==> src/rtl/rom_socket_responder.sv <==
// rom_socket_responder
//
// Target-side responder for one FujiIIe ROM socket (diagnostics or monitor).
// It watches the socket select lines and 13-bit byte address, fetches the
// addressed byte from a backing memory over a req/ack handshake and returns
// it on the socket data lines.
//
// Parameters
//   MEM_ADDR_W  width of the backing memory byte address
//   BASE_ADDR   offset of this ROM image in backing memory
//               (mem_addr = BASE_ADDR + socket_a, modulo 2^MEM_ADDR_W)
//   TIMEOUT     cycles a fetch may wait for mem_ack (2..255)
//
// Ports
//   clk_core        core clock, all logic on the rising edge
//   reset_n         asynchronous active-low reset
//   socket_ce_n     ROM chip enable, active low
//   socket_oe_n     ROM output enable, active low
//   socket_a        ROM byte address
//   socket_d        ROM read data (8'hFF after reset or a timed-out fetch)
//   socket_d_valid  socket_d holds data for the currently selected address
//   mem_req         backing memory read request, held until mem_ack
//   mem_addr        backing memory byte address
//   mem_ack         one-cycle acknowledge, mem_rdata valid in the same cycle
//   mem_rdata       backing memory read data
//   timeout_err     sticky: some fetch timed out (cleared by reset only)
//
// Build option
//   ROM_SOCKET_CACHE_EN  when defined, adds a one-entry cache of the last
//                        successfully fetched byte; a selection that hits
//                        the cache is answered without a memory request.

module rom_socket_responder #(
    parameter int unsigned           MEM_ADDR_W = 20,
    parameter logic [MEM_ADDR_W-1:0] BASE_ADDR  = '0,
    parameter int unsigned           TIMEOUT    = 64
) (
    input  logic                  clk_core,
    input  logic                  reset_n,
    input  logic                  socket_ce_n,
    input  logic                  socket_oe_n,
    input  logic [12:0]           socket_a,
    output logic [7:0]            socket_d,
    output logic                  socket_d_valid,
    output logic                  mem_req,
    output logic [MEM_ADDR_W-1:0] mem_addr,
    input  logic                  mem_ack,
    input  logic [7:0]            mem_rdata,
    output logic                  timeout_err
);

    typedef enum logic [1:0] {
        IDLE,
        FETCH,
        HOLD
    } state_t;

    localparam logic [7:0] TIMEOUT_LAST = 8'(TIMEOUT - 1);

    state_t                  state;
    logic [12:0]             cur_a;
    logic [7:0]              cnt;

    logic                    sel;
    logic                    addr_match;
    logic                    start_fetch;
    logic                    cache_hit;
    logic [7:0]              hit_data;
    logic [MEM_ADDR_W-1:0]   target_addr;

    assign sel         = ~socket_ce_n & ~socket_oe_n;
    assign addr_match  = (socket_a == cur_a);
    assign target_addr = BASE_ADDR + MEM_ADDR_W'(socket_a);

    // A new lookup starts on a fresh selection from IDLE or on an address
    // change while a byte is being held. An address change during FETCH is
    // not handled here: the running fetch completes first and the lookup is
    // restarted through IDLE one cycle later.
    assign start_fetch = sel && ((state == IDLE) ||
                                 ((state == HOLD) && !addr_match));

`ifdef ROM_SOCKET_CACHE_EN
    logic        cache_valid;
    logic [12:0] cache_tag;
    logic [7:0]  cache_data;

    // Filled on every acknowledged fetch; timed-out fetches never reach here.
    always_ff @(posedge clk_core or negedge reset_n) begin
        if (!reset_n) begin
            cache_valid <= 1'b0;
            cache_tag   <= '0;
            cache_data  <= '0;
        end else if ((state == FETCH) && mem_ack) begin
            cache_valid <= 1'b1;
            cache_tag   <= cur_a;
            cache_data  <= mem_rdata;
        end
    end

    assign cache_hit = cache_valid && (cache_tag == socket_a);
    assign hit_data  = cache_data;
`else
    assign cache_hit = 1'b0;
    assign hit_data  = 8'hFF;
`endif

    always_ff @(posedge clk_core or negedge reset_n) begin
        if (!reset_n) begin
            state          <= IDLE;
            cur_a          <= '0;
            cnt            <= '0;
            socket_d       <= 8'hFF;
            socket_d_valid <= 1'b0;
            mem_req        <= 1'b0;
            mem_addr       <= '0;
            timeout_err    <= 1'b0;
        end else if (start_fetch) begin
            cur_a <= socket_a;
            cnt   <= '0;
            if (cache_hit) begin
                socket_d       <= hit_data;
                socket_d_valid <= 1'b1;
                state          <= HOLD;
            end else begin
                mem_addr       <= target_addr;
                mem_req        <= 1'b1;
                socket_d_valid <= 1'b0;
                state          <= FETCH;
            end
        end else begin
            case (state)
                FETCH: begin
                    if (mem_ack) begin
                        mem_req  <= 1'b0;
                        socket_d <= mem_rdata;
                        // Only present the byte if the host is still looking
                        // at the address it was fetched for.
                        if (sel && addr_match) begin
                            socket_d_valid <= 1'b1;
                            state          <= HOLD;
                        end else begin
                            socket_d_valid <= 1'b0;
                            state          <= IDLE;
                        end
                    end else if (cnt == TIMEOUT_LAST) begin
                        mem_req     <= 1'b0;
                        socket_d    <= 8'hFF;
                        timeout_err <= 1'b1;
                        if (sel && addr_match) begin
                            socket_d_valid <= 1'b1;
                            state          <= HOLD;
                        end else begin
                            socket_d_valid <= 1'b0;
                            state          <= IDLE;
                        end
                    end else begin
                        cnt <= cnt + 8'd1;
                    end
                end
                HOLD: begin
                    // Selected with a changed address is taken by start_fetch.
                    if (!sel) begin
                        socket_d_valid <= 1'b0;
                        state          <= IDLE;
                    end
                end
                default: begin
                    // IDLE without a selection: nothing to do; mem_ack
                    // arriving here is ignored.
                end
            endcase
        end
    end

endmodule

==> config.mk <==
export PLATFORM = sky130hd
export DESIGN_NAME = rom_socket_responder
export DESIGN_NICKNAME = d
export VERILOG_FILES = /design/src/rtl/rom_socket_responder.sv
export SDC_FILE = /design/constraint.sdc
export NUM_CORES = 1
export LEC_CHECK = 0
export CAP_MARGIN = 20
export CORE_ASPECT_RATIO = 1.2
export CORE_UTILIZATION = 48
export DETAILED_ROUTE_END_ITERATION = 8
export PLACE_DENSITY = 0.86
export SYNTH_ARGS = -nofsm -noshare
export SYNTH_HDL_FRONTEND = slang
export SYNTH_SLANG_ARGS = --single-unit
==> constraint.sdc <==
create_clock -name clk_core -period 3.9 [get_ports clk_core]
set_clock_uncertainty 0.1 [all_clocks]
set_input_delay 0.975 -clock clk_core [delete_from_list [all_inputs] [get_ports clk_core]]
set_output_delay 0.975 -clock clk_core [all_outputs]
set_load 0.01 [all_outputs]
==> impl_metrics.toml, run 1 <==
[timing]
tightest_slew_ns = 0.5247
finalCritPeriodShare = 0.7050
setup_violations = 0
slew_violations = 0
min_period_ns = 2.750
timing.slew.headroom = 0.6475
grt_setup_unrepaired = "no"
fmax_ghz = 0.3637
hold_viol = 0
setup_tns_ns = 0

[critical_path]
crit_path_max_incr_delay_ns = 0.45
slowest_stage = "clkdlybuf4s50_1"
critPathLaunchType = "input port"
crit_family = "buffers and inverters"
path_cells = "clkdlybuf4s50_1 > xnor2_1 > nand4_1 > nor4_2 > nor4_4 > buf_4 > mux2_2"
path_class = "input port to flop"
path_max_fanout = 13
required_ns = 4.02
crit_buf_inv = 2
crit_arrival_ns = 2.87
cp-end-kind = "flop"

[routing]
drt-wirelength-per-cell_um = 13.09
wl_mm = 3.141
vias = 1240
viasPerCell = 5.167
dr.pass1.iters = 4
post-route-drc-count = 0
ant_nets = 0
drt_iter0_drc = 15

[global_routing]
gr-max-usage-layer = "met2"
grtUsageTotal = 0.1898
grt_pass1_vias = 1264
grtUsageMet2 = 0.3178
antenna_found_initial = 0
overflow = 0
use_met3 = 0.08806
grt_max_degree = 27
grt_pass1_wl_mm = 5.285
use_met1 = 0.1982

[synthesis]
avgSynthCellArea_sq_um = 11.14
synth_area_leaders = "dfrtp_1 38%, dfstp_2 13%, mux2_2 8.9%"
synth.cell_area_sq_um = 1649
synth_cells = 148
yosysSeqAreaShare = 0.5068
synth-seq-cells = 33
synthDistinctLibCells = 32
synth_warnings = 0
synth.largest_area_cell = "dfrtp_1"
synth_top_cell_area_share = 0.3794

[place]
port_buffers = 49
hpwl_mm = 2.386
globalplace.congestion = 0.8085
placed_area_sq_um = 2148

[cts]
cts_tree = "built"
clock-root-buffer = "clkbuf_4"
ctsResizeCount = 0
clockBufferDepth = 2
postCtsSetupRepairBufs = 0
clk_pin_slew_ns = 0.09
clkLatencyLatePin_ns = 0.34
cts_hold_buf = 0
cts.sink_count = 33
h-tree-depth = 2
cts_made_buffers = 5

[floorplanning]
die_area_sq_um = 3675
die-width_um = 55.51
initial_core_util = 0.5209
dieHeight_um = 66.21
io_pins = 57
rows = 22
coreArea_sq_um = 3166

[layout]
final_nets = 230
area_delta_synth_final_pct = 35.05
n_antenna_cell = 0
nFillCells = 236
stdcell_area_sq_um = 2227
drive_gt1_frac = 0.2059

[power]
leakagePower_uw = 0.0009364
vdd_drop_max_mv = 0.3506
p_per_area_nw_per_um2 = 515.7

[min_path]
hold_class = "flop to flop"

[run]
maxCapViolCount = 0

[status]
status = "finished, final reports clean"
## Yosys cell counts
cell	count
a22o_2	1
nand4_1	3
nor4_2	2
nor2_1	15
or4b_1	1
or3_1	1
and3_1	2
mux2_2	13
o21ba_2	1
nor3_1	1
nor2_4	1
o21bai_1	1
xnor2_1	14
dfstp_2	8
nor3_2	1
buf_4	9
and4bb_2	1
ha_1	1
conb_1	1
a21oi_1	5
a31oi_1	8
xor2_1	4
nor4_1	1
dfrtp_1	25
o21ai_0	1
nand3_1	5
inv_1	9
or3b_4	1
a21o_2	2
o31ai_1	1
buf_6	2
nand2_1	7
## layer usage
metal	vias up	share of wire
met4	0	0.021
met1	585	0.39
met2	47	0.51
li1	601	-
met3	7	0.079
met5	-	0
## layout make-up
cell class	instances	area (sq um)	area share
multi-input cells	101	720.7	0.3236
clock inverters	2	10.01	0.004494
inverters	9	33.78	0.01517
clock buffers	6	41.29	0.01854
well taps	36	45.04	0.02022
repair buffers	53	540.5	0.2427
flip-flops and latches	33	835.8	0.3753
## through the flow
stage                     power (uW)  hold WS (ns)  setup WS [ns]    util  std cells
final                           1148        0.3651          1.150  0.7036        240
after global routing            1226        0.3843          1.047  0.7036        240
after CTS                       1159        0.3715          1.139  0.6949        239
after detailed placement       974.6        0.3509         0.7558  0.6787        231
after global placement         958.8        0.3465         0.8387  0.6787        231
after floorplan                754.3        0.3971          1.533       -        154
## state kept, by name, summed over array words and instances (netlist names)
| signal | count |
|---|---|
| cnt | 8 |
| timeout_err | 1 |
| mem_req | 1 |
| state | 1 |
| cur_a | 13 |
| socket_d_valid | 1 |
| socket_d | 8 |
## report_power, final
part	total (uW)	internal (uW)	switching [uW]
logic	438	266	172
registers	530	449	81.4
clock network	180	68.5	112
total	1150	783	365
## cell families (layout without fill, tap and decap cells)
group / after synthesis / in the layout / share of synthesized area
other: 1 / 7 / 0.002274
muxes: 13 / 13 / 0.08877
xor gates and xnor gates: 18 / 18 / 0.09560
and+or+nand+nor: 42 / 42 / 0.1434
DFF: 33 / 33 / 0.5068
AOI/OAI and AO/OA: 20 / 20 / 0.08043
adders and majority gates: 1 / 1 / 0.007586
buffers and inverters: 20 / 70 / 0.07511
## layout by cell type, fill, tap and decap left out, types with 4 or more instances in the layout
cell             instances
a21oi_1                  5
a31oi_1                  8
clkbuf_4                 5
clkdlybuf4s50_1         49
conb_1                   7
dfrtp_1                 25
dfstp_2                  8
inv_1                    9
mux2_2                  13
nand2_1                  7
nand3_1                  5
nor2_1                  15
xnor2_1                 14
xor2_1                   4
## worst paths after layout
kind	endpoint	startpoint	cells past startpoint	slack [ns]
max	cur_a[0]$_DFFE_PN0N_	socket_a[11]	7	1.15
min	timeout_err$_DFFE_PN0P_	timeout_err$_DFFE_PN0P_	1	0.37
max reg2reg	cur_a[0]$_DFFE_PN0N_	cur_a[11]$_DFFE_PN0N_	6	1.83
min reg2reg	timeout_err$_DFFE_PN0P_	timeout_err$_DFFE_PN0P_	1	0.37
max in group asynchronous	socket_d[2]$_DFFE_PN1P_	reset_n	3	2.16
min in group asynchronous	cur_a[6]$_DFFE_PN0N_	reset_n	1	0.85
(Power assumes the default switching activity.)
==> inputs of run 2 (changes only) <==
Settings changed: CORE_UTILIZATION 48 to 40, PLACE_DENSITY 0.86 to 0.77.
Clock period 3.9 ns to 2.2 ns, I/O delays scaled along.
==> run 2 against run 1 <==
Count of clock-buffer cells in the layout up 1. Clock power increased to 3.3 times the previous value. Sequential cell count unchanged. Hold slack improved by 0.0049 ns. First-iteration DRC count grew to 3.3 times the previous value. Cell count up 15%. Critical path type unchanged. Critical endpoint is now cnt[0]$_DFFE_PN0P_. Largest cell class unchanged.
==> impl_metrics.toml, run 2 (synthesized netlist as in run 1, its figures left out) <==
[status]
status = "finished, final reports clean"

[routing]
wl_mm = 3.397
dr.pass1.iters = 3
ant_nets = 0
drt_iter0_drc = 50
post-route-drc-count = 0
viasPerCell = 4.754
vias = 1312
drt-wirelength-per-cell_um = 12.31

[critical_path]
slowest_stage = "nor4_4"
required_ns = 2.31
path_max_fanout = 7
path_class = "input port to flop"
critPathLaunchType = "input port"
path_cells = "dlygate4sd2_1 > xnor2_1 > nand4_1 > nor4_4 > nor4_4 > buf_4 > buf_12 > buf_4 > buf_12 > o21bai_1"
crit_arrival_ns = 2.26
cp-end-kind = "flop"
crit_family = "buffers and inverters"
crit_path_max_incr_delay_ns = 0.33
crit_buf_inv = 5

[floorplanning]
io_pins = 57
dieHeight_um = 72.34
rows = 25
die-width_um = 60.62
initial_core_util = 0.4184
coreArea_sq_um = 3941
die_area_sq_um = 4385

[cts]
cts.sink_count = 33
cts_tree = "built"
clockBufferDepth = 2
cts_made_buffers = 5
clock-root-buffer = "clkbuf_8"
clkLatencyLatePin_ns = 0.29
h-tree-depth = 2
clk_pin_slew_ns = 0.07

[layout]
layout_commonest_cell = "clkdlybuf4s50_1"
final_cell_mix = "36 x clkdlybuf4s50_1, 25 x dfrtp_1, 19 x buf_4, 15 x nor2_1"
fin_util = 0.6356
area_delta_synth_final_pct = 51.90
largestRegisters = "cur_a (13), cnt (8), socket_d (8)"
largest_reg_flops = 13
final_nets = 248
drive_gt1_frac = 0.2928
fin_cells = 276
n_antenna_cell = 0
regMostFlops = "cur_a"

[power]
vdd_drop_max_mv = 0.7368
p_per_area_nw_per_um2 = 962.5
p_total_uw = 2411
leakagePower_uw = 0.001110

[timing]
fin_hold_ws_ns = 0.3700
slew_violations = 0
setup_violations = 0
fmax_ghz = 0.4656
finalCritPeriodShare = 0.9763
min_period_ns = 2.148
hold_viol = 0

[global_routing]
grt_max_degree = 34
grt_pass1_vias = 1291
antenna_found_initial = 0
overflow = 0
grt_pass1_wl_mm = 5.533
grtUsageTotal = 0.1729

[place]
globalplace.congestion = 0.7701
hpwl_mm = 2.358
dpl.cell_count = 260
port_buffers = 49

[run]
maxCapViolCount = 0

[min_path]
hold_class = "flop to flop"
[run 2: cell count changes in the layout (fill, tap and decap cells not counted), sizes merged]
| cell | change |
|---|---|
| dlygate4sd2 | +13 |
| clkinv | -2 |
| clkdlybuf4s50 | -13 |
| bufinv | +1 |
| buf | +17 |
| bufbuf | +1 |
| clkbuf | +1 |
[run 2: worst paths after layout]
path                                          from                      end  slack [ns]  cells after the start
max                                    socket_a[3]       cnt[0]$_DFFE_PN0P_        0.05                     10
min                        timeout_err$_DFFE_PN0P_  timeout_err$_DFFE_PN0P_        0.37                      1
max reg2reg                   cur_a[0]$_DFFE_PN0N_       cnt[0]$_DFFE_PN0P_        0.14                      9
min reg2reg                timeout_err$_DFFE_PN0P_  timeout_err$_DFFE_PN0P_        0.37                      1
max in group asynchronous                  reset_n  socket_d[4]$_DFFE_PN1P_        1.11                      2
min in group asynchronous                  reset_n       cnt[2]$_DFFE_PN0P_        0.56                      2
[run 2: layer usage]
metal	GRT usage	wire length, um	vias up
met5	0	0	-
met4	0.06818	55	0
met3	0.06239	192	6
met2	0.3028	1813	38
met1	0.1848	1336	623
li1	-	-	645
[run 2: what timing repair did]
item | CTS | global route
pin swaps | 11 | 5
setup endpoints to repair | 22 | 4
hold buffers | 0 | 0
gates resized for setup | 18 | 2
gates cloned | 1 | 0
buffers inserted | 6 | 1
[run 2: metrics by stage]
stage          instance area (sq um)  setup slack (ns)  TNS [ns]
2_1_floorplan                   1672            0.2575         0
3_3_place_gp                    2266           -0.6050    -12.12
3_5_place_dp                    2266           -0.6389    -12.63
4_1_cts                         2482          0.008880         0
5_1_grt                         2505          -0.02027  -0.02027
6_report                        2505           0.05212         0
[run 2: power by group]
| part | switching (uW) | internal, uW | total, uW | leakage (uW) |
|---|---|---|---|---|
| Sequential | 148 | 797 | 945 | 0.000398 |
| Combinational | 332 | 546 | 878 | 0.000654 |
| Clock | 218 | 369 | 587 | 0.0000585 |
| Total | 699 | 1710 | 2410 | 0.00111 |
[run 2: final cells by class]
cell class / count / area, sq um
clock buffer: 7 / 86.33
clock inverter: 1 / 30.03
fill: 342 / 1436
inverter: 9 / 33.78
multi-input combinational: 101 / 762.0
sequential: 33 / 835.8
tap: 54 / 67.56
timing repair buffer: 71 / 689.4
==> inputs of run 3 (changes only) <==
Settings changed: CTS_CLUSTER_SIZE from default to 20.
==> results of run 3 <==
No change in the layout: final DEF, timing and power equal those of run 2.
